## src/rtl/devil_active_engine.sv

```systemverilog
// devil_active_engine: ACE master that runs the devil controller's active line
// read (ADL) and line write (ADT) commands as 4-beat INCR bursts.
module devil_active_engine #(
   parameter int         C_ACE_DATA_WIDTH = 128,
   parameter int         C_ACE_ADDR_WIDTH = 44,
   parameter logic [3:0] C_FUNC_ADL       = 4'h1,
   parameter logic [3:0] C_FUNC_ADT       = 4'h2
) (
   input  logic                            ace_aclk,
   input  logic                            ace_areset,
   input  logic                            i_trigger_active,
   input  logic [3:0]                      i_active_func,
   input  logic [C_ACE_ADDR_WIDTH-1:0]     i_araddr,
   input  logic [C_ACE_ADDR_WIDTH-1:0]     i_awaddr,
   input  logic [3:0]                      i_arsnoop,
   input  logic [2:0]                      i_awsnoop,
   input  logic [1:0]                      i_ardomain,
   input  logic [4*C_ACE_DATA_WIDTH-1:0]   i_cache_line,
   output logic                            o_end_active,
   output logic [4*C_ACE_DATA_WIDTH-1:0]   o_cache_line,
   output logic                            o_busy,
   output logic                            o_error,
   output logic [C_ACE_ADDR_WIDTH-1:0]     o_araddr,
   output logic [7:0]                      o_arlen,
   output logic [2:0]                      o_arsize,
   output logic [1:0]                      o_arburst,
   output logic [3:0]                      o_arsnoop,
   output logic [1:0]                      o_ardomain,
   output logic [1:0]                      o_arbar,
   output logic                            o_arvalid,
   input  logic                            i_arready,
   input  logic [C_ACE_DATA_WIDTH-1:0]     i_rdata,
   input  logic [3:0]                      i_rresp,
   input  logic                            i_rlast,
   input  logic                            i_rvalid,
   output logic                            o_rready,
   output logic                            o_rack,
   output logic [C_ACE_ADDR_WIDTH-1:0]     o_awaddr,
   output logic [7:0]                      o_awlen,
   output logic [2:0]                      o_awsize,
   output logic [1:0]                      o_awburst,
   output logic [2:0]                      o_awsnoop,
   output logic [1:0]                      o_awdomain,
   output logic [1:0]                      o_awbar,
   output logic                            o_awvalid,
   input  logic                            i_awready,
   output logic [C_ACE_DATA_WIDTH-1:0]     o_wdata,
   output logic [C_ACE_DATA_WIDTH/8-1:0]   o_wstrb,
   output logic                            o_wlast,
   output logic                            o_wvalid,
   input  logic                            i_wready,
   input  logic [1:0]                      i_bresp,
   input  logic                            i_bvalid,
   output logic                            o_bready,
   output logic                            o_wack
);

   localparam int DW     = C_ACE_DATA_WIDTH;
   localparam int LINE_W = 4 * DW;
   localparam int STRB_W = DW / 8;

   typedef enum logic [3:0] {
      S_IDLE, S_AR, S_R, S_RACK, S_AW, S_W, S_B, S_WACK, S_DONE
   } state_t;

   state_t                      state_q, state_d;
   logic [1:0]                  beat_q, beat_d;
   logic                        armed_q, armed_d;
   logic                        error_q, error_d;
   logic [C_ACE_ADDR_WIDTH-1:0] addr_q, addr_d;
   logic [3:0]                  arsnoop_q, arsnoop_d;
   logic [2:0]                  awsnoop_q, awsnoop_d;
   logic [1:0]                  domain_q, domain_d;
   logic [LINE_W-1:0]           wline_q, wline_d;
   logic [LINE_W-1:0]           rline_q, rline_d;
   logic [DW-1:0]               wbeat_data [4];

   genvar gi;
   generate
      for (gi = 0; gi < 4; gi++) begin : g_wbeat
         assign wbeat_data[gi] = wline_q[gi*DW +: DW];
      end
   endgenerate

   always_comb begin
      state_d   = state_q;
      beat_d    = beat_q;
      armed_d   = armed_q;
      error_d   = error_q;
      addr_d    = addr_q;
      arsnoop_d = arsnoop_q;
      awsnoop_d = awsnoop_q;
      domain_d  = domain_q;
      wline_d   = wline_q;
      rline_d   = rline_q;

      // A trigger still held from the previous command must not re-arm.
      if (!i_trigger_active) begin
         armed_d = 1'b1;
      end

      case (state_q)
         S_IDLE: begin
            if (i_trigger_active && armed_q) begin
               armed_d   = 1'b0;
               error_d   = 1'b0;
               beat_d    = 2'd0;
               arsnoop_d = i_arsnoop;
               awsnoop_d = i_awsnoop;
               domain_d  = i_ardomain;
               if (i_active_func == C_FUNC_ADL) begin
                  addr_d  = {i_araddr[C_ACE_ADDR_WIDTH-1:6], 6'b0};
                  state_d = S_AR;
               end else if (i_active_func == C_FUNC_ADT) begin
                  addr_d  = {i_awaddr[C_ACE_ADDR_WIDTH-1:6], 6'b0};
                  wline_d = i_cache_line;
                  state_d = S_AW;
               end else begin
                  error_d = 1'b1;
                  state_d = S_DONE;
               end
            end
         end
         S_AR: if (i_arready) state_d = S_R;
         S_R: begin
            if (i_rvalid) begin
               rline_d[int'(beat_q)*DW +: DW] = i_rdata;
               if (i_rresp[1] || (i_rlast != (beat_q == 2'd3))) begin
                  error_d = 1'b1;
               end
               if (beat_q == 2'd3) state_d = S_RACK;
               else                beat_d  = beat_q + 2'd1;
            end
         end
         S_RACK: state_d = S_DONE;
         S_AW: begin
            if (i_awready) begin
               beat_d  = 2'd0;
               state_d = S_W;
            end
         end
         S_W: begin
            if (i_wready) begin
               if (beat_q == 2'd3) state_d = S_B;
               else                beat_d  = beat_q + 2'd1;
            end
         end
         S_B: begin
            if (i_bvalid) begin
               if (i_bresp[1]) error_d = 1'b1;
               state_d = S_WACK;
            end
         end
         S_WACK:  state_d = S_DONE;
         S_DONE:  state_d = S_IDLE;
         default: state_d = S_IDLE;
      endcase
   end

   always_ff @(posedge ace_aclk or posedge ace_areset) begin
      if (ace_areset) begin
         state_q   <= S_IDLE;
         beat_q    <= 2'd0;
         armed_q   <= 1'b1;
         error_q   <= 1'b0;
         addr_q    <= '0;
         arsnoop_q <= '0;
         awsnoop_q <= '0;
         domain_q  <= '0;
         wline_q   <= '0;
         rline_q   <= '0;
      end else begin
         state_q   <= state_d;
         beat_q    <= beat_d;
         armed_q   <= armed_d;
         error_q   <= error_d;
         addr_q    <= addr_d;
         arsnoop_q <= arsnoop_d;
         awsnoop_q <= awsnoop_d;
         domain_q  <= domain_d;
         wline_q   <= wline_d;
         rline_q   <= rline_d;
      end
   end

   // Static burst fields read as zero whenever their channel is idle.
   assign o_arvalid    = (state_q == S_AR);
   assign o_araddr     = addr_q;
   assign o_arlen      = o_arvalid ? 8'd3 : 8'd0;
   assign o_arsize     = o_arvalid ? 3'b100 : 3'b000;
   assign o_arburst    = o_arvalid ? 2'b01 : 2'b00;
   assign o_arsnoop    = arsnoop_q;
   assign o_ardomain   = domain_q;
   assign o_arbar      = 2'b00;
   assign o_rready     = (state_q == S_R);
   assign o_rack       = (state_q == S_RACK);

   assign o_awvalid    = (state_q == S_AW);
   assign o_awaddr     = addr_q;
   assign o_awlen      = o_awvalid ? 8'd3 : 8'd0;
   assign o_awsize     = o_awvalid ? 3'b100 : 3'b000;
   assign o_awburst    = o_awvalid ? 2'b01 : 2'b00;
   assign o_awsnoop    = awsnoop_q;
   assign o_awdomain   = domain_q;
   assign o_awbar      = 2'b00;
   assign o_wvalid     = (state_q == S_W);
   assign o_wdata      = o_wvalid ? wbeat_data[beat_q] : '0;
   assign o_wstrb      = o_wvalid ? {STRB_W{1'b1}} : '0;
   assign o_wlast      = o_wvalid && (beat_q == 2'd3);
   assign o_bready     = (state_q == S_B);
   assign o_wack       = (state_q == S_WACK);

   assign o_end_active = (state_q == S_DONE);
   assign o_busy       = (state_q != S_IDLE) && (state_q != S_DONE);
   assign o_error      = error_q;
   assign o_cache_line = rline_q;

endmodule

```

## config.mk

```make
export PLATFORM = sky130hd
export DESIGN_NAME = devil_active_engine
export DESIGN_NICKNAME = d
export VERILOG_FILES = /design/src/rtl/devil_active_engine.sv
export SDC_FILE = /design/constraint.sdc
export NUM_CORES = 2
export LEC_CHECK = 0
export ABC_AREA = 0
export BUFFER_PORTS_ARGS = -buffer_cell sky130_fd_sc_hd__buf_4
export CAP_MARGIN = 10
export CORE_AREA = 2 2 601 603
export CTS_BUF_LIST = sky130_fd_sc_hd__clkbuf_4 sky130_fd_sc_hd__clkbuf_8 sky130_fd_sc_hd__clkbuf_16
export CTS_CLUSTER_DIAMETER = 80
export CTS_CLUSTER_SIZE = 30
export DETAILED_ROUTE_END_ITERATION = 10
export DIE_AREA = 0 0 603 605
export PLACE_DENSITY = 0.39
export RECOVER_POWER = 25
export SYNTH_ARGS = -nofsm -noshare
export SYNTH_HDL_FRONTEND = slang
export SYNTH_SLANG_ARGS = --single-unit
```

## constraint.sdc

```tcl
create_clock -name ace_aclk -period 34.8 [get_ports ace_aclk]
set_input_delay 3.48 -clock ace_aclk [delete_from_list [all_inputs] [get_ports ace_aclk]]
set_output_delay 3.48 -clock ace_aclk [all_outputs]
set_load 0.02 [all_outputs]
```

==> metrics <==
Synth Warn # 0; via count 35523; Num CTS Buffers 93; initial antenna violation count 77; Routability Congestion between 0.8 and 0.9; die height between 600 and 700 um; top_reg_cell synth dfrtp_1; kind of critical path in2async; Netlist cell types 44; DRT Wirelength 244000 um; mapped cell area between 0.04 and 0.05 mm2; simple-gate portion of the synthesized area 11.0%; Post-CTS Hold Buffers 0; cell count after placement 9955; Period Utilization, post-route 34.5%; worst hold path type reg2reg; FP Rows 220; multiplexer share of the synthesized area 19.7%; RSZ-0062 raised after global routing false; drt first pass iters 5; ANT nets after route 0; port bufs 1501; latest clock arrival within the worst-skew pair 0.89 ns; Remaining DRCs 0; placeable core area between 0.3 and 0.4 mm2; data arrival time of the critical path roughly 13 ns; final hold vios 0; outcome finished with violations; combinational family with the most area after synthesis multiplexers; Pwr Density about 60 mW/mm2; I/O pin count 1552; Setup crit end kind async pin; Initial DRC Count 2039; post-synthesis compound-gate area fraction 6.20%; Seq/Total Area, Yosys 58.2%; via/cell ratio 3.50; largest net degree at the start of global routing 195; Final TNS setup 0 ns; Slew @ Worst Pin 7.74 ns; Fillers 39573; WL/cell 24.0 um; VDD IR max 46.8 uV; Starting Density 13.0%; final non-filler cell total around 10000; CTS tree built; Setup crit start kind primary input; gr usage total 12.9%; normalized max-slew margin -416%; clock tree buffer depth 4; Final setup viols 0; nets@finish about 6000; vias in the first global route 36408; failing checks capacitance limit, slew limit; Worst Skew 0.0830 ns; Period minus WS final 11.99 ns; post-CTS setup buffers 0; Synth Instances 3981; post-synthesis register bit count 1079; post-synthesis xor/xnor area fraction less than 1%; Post-synth EDFFs 0; die span in x 603 um; H-tree Lvls 3; Avg Cell Area, Syn about 12 um2; ys async rst share 100%; Clock transition at path regs 0.08 ns; GRT overflow 0; Root Driver clkbuf_16; Clock Sinks 1079; Synth area leaders dfrtp_1 58%, mux2_2 12%, nand2_1 8.7%; Fmax 83.4 MHz; final max-slew violation count 1299; Post-CTS Resized 0; Crit Path Max Fanout 97; post-DP HPWL 192000 um; ratio of cells with drive above 1 in the final layout 43.5%; static leakage 30.2 nW; post-synth top area cell dfrtp_1; MaxCap Viol Count 17; die area 0.365 mm2; first-pass GRT wire length 325000 um; post-synthesis adder-cell area fraction 0.162%; top-area cell type share of the netlist area a little under 60%; Worst Path Required 35.59 ns; area grow syn2layout 40.9%
-- routing by layer --
| layer | up-vias | wire [um] | track usage, % | part of all wire, % |
|---|---|---|---|---|
| li1 | 15951 | - | - | - |
| met1 | 18102 | 85800 | 13.4 | 35 |
| met2 | 1114 | 131000 | 24.3 | 54 |
| met3 | 308 | 19200 | 4.24 | 7.9 |
| met4 | 48 | 7340 | 3.61 | 3.0 |
| met5 | - | 303 | 0 | 0.12 |
-- where the power goes --
part           switching [mW]  leakage [nW]  internal (mW)
Sequential              0.154          14.9           1.45
Clock                   0.589          1.58          0.575
Combinational           0.717          13.7          0.462
-- cell families after synthesis --
logic type / Yosys count
other: 1
XOR/XNOR: 2
AO/OA/AOI/OAI: 566
buffers and inverters: 392
AND/OR/NAND/NOR: 1246
flip-flops: 1079
multiplexers: 689
adder cells (fa/ha/maj): 6
-- cell usage in the layout, fill, tap and decap left out, drive strengths merged, types with 2 or more instances in the layout --
cell type / count
mux2: 522
clkinv: 19
clkinvlp: 8
clkbuf: 127
nor2: 7
mux2i: 39
inv: 36
o211ai: 4
or4: 2
buf: 1534
mux4: 128
nor4b: 3
nand2b: 3
dfrtp: 1078
nand2: 1077
nor3: 10
o21ai: 553
or4b: 2
and2: 130
bufinv: 4
ha: 6
a31oi: 2
nor3b: 7
diode: 13
conb: 34
-- worst max-delay path, cell delays in order --
cell,delay (ns)
clkbuf_4,0.11
clkinvlp_2,2.79
clkbuf_1,1.76
clkbuf_1,1.98
buf_4,0.85
buf_4,0.71
buf_4,0.76
-- cells in the mapped netlist (2+ instances only) --
cell and n:
nand2_1 1077, and2_1 130, o211ai_1 4, mux2_1 42, inv_1 8, nor4b_1 3, o21ai_0 553, mux2i_1 39
buf_2 90, mux4_2 128, clkbuf_1 160, nand2b_1 3, dfrtp_1 1078, buf_4 98, buf_6 24, a31oi_1 2
buf_1 12, nor2_1 6, nor3_1 9, ha_1 6, mux2_2 480, nor3b_1 7
-- final cells by class --
class	instances	area [um2]	share of cell area, %
Multi-Input combinational cell	2543	17400	26.6
Inverter	8	31.3	0.0479
Tap cell	4773	5970	9.14
Clock inverter	59	774	1.18
Clock buffer	108	2490	3.81
Sequential cell	1079	27000	41.3
Antenna cell	13	32.5	0.0498
Timing Repair Buffer	1553	11600	17.8
-- path summary, 6_finish.rpt --
check | start | end | slack [ns] | depth (start not counted)
max | ace_areset | wline_q[238] | 22.81 | 7
min | armed_q | armed_q | 0.48 | 2
max reg2reg | state_q[0] | o_cache_line[444] | 24.77 | 6
min reg2reg | armed_q | armed_q | 0.48 | 2
max in group ace_aclk | i_rvalid | o_cache_line[444] | 23.03 | 5
min in group asynchronous | ace_areset | o_cache_line[382] | 4.21 | 2
-- flip-flops by register name, summed over array words and instances (netlist names) --
| register | count |
|---|---|
| beat_q | 2 |
| o_araddr | 38 |
| o_cache_line | 512 |
| state_q | 4 |
| o_awsnoop | 3 |
| o_arsnoop | 4 |
| o_error | 1 |
| armed_q | 1 |
| o_ardomain | 2 |
| wline_q | 512 |
-- metrics by stage --
step | instance area (um2) | hold slack (ns) | total power [mW] | setup WS (ns) | utilization [%]
after floorplan | 46500 | 0.447 | 2.23 | 0.946 | -
after global placement | 62200 | 0.462 | 2.84 | 26.14 | 17.4
after global routing | 65300 | 0.507 | 4.16 | 21.13 | 18.2
final | 65400 | 0.480 | 3.94 | 22.81 | 18.3
after CTS | 65500 | 0.484 | 4.05 | 26.65 | 18.3
after detailed placement | 62200 | 0.471 | 2.86 | 26.13 | 17.4
No activity file was read; power rests on OpenSTA's default activity.
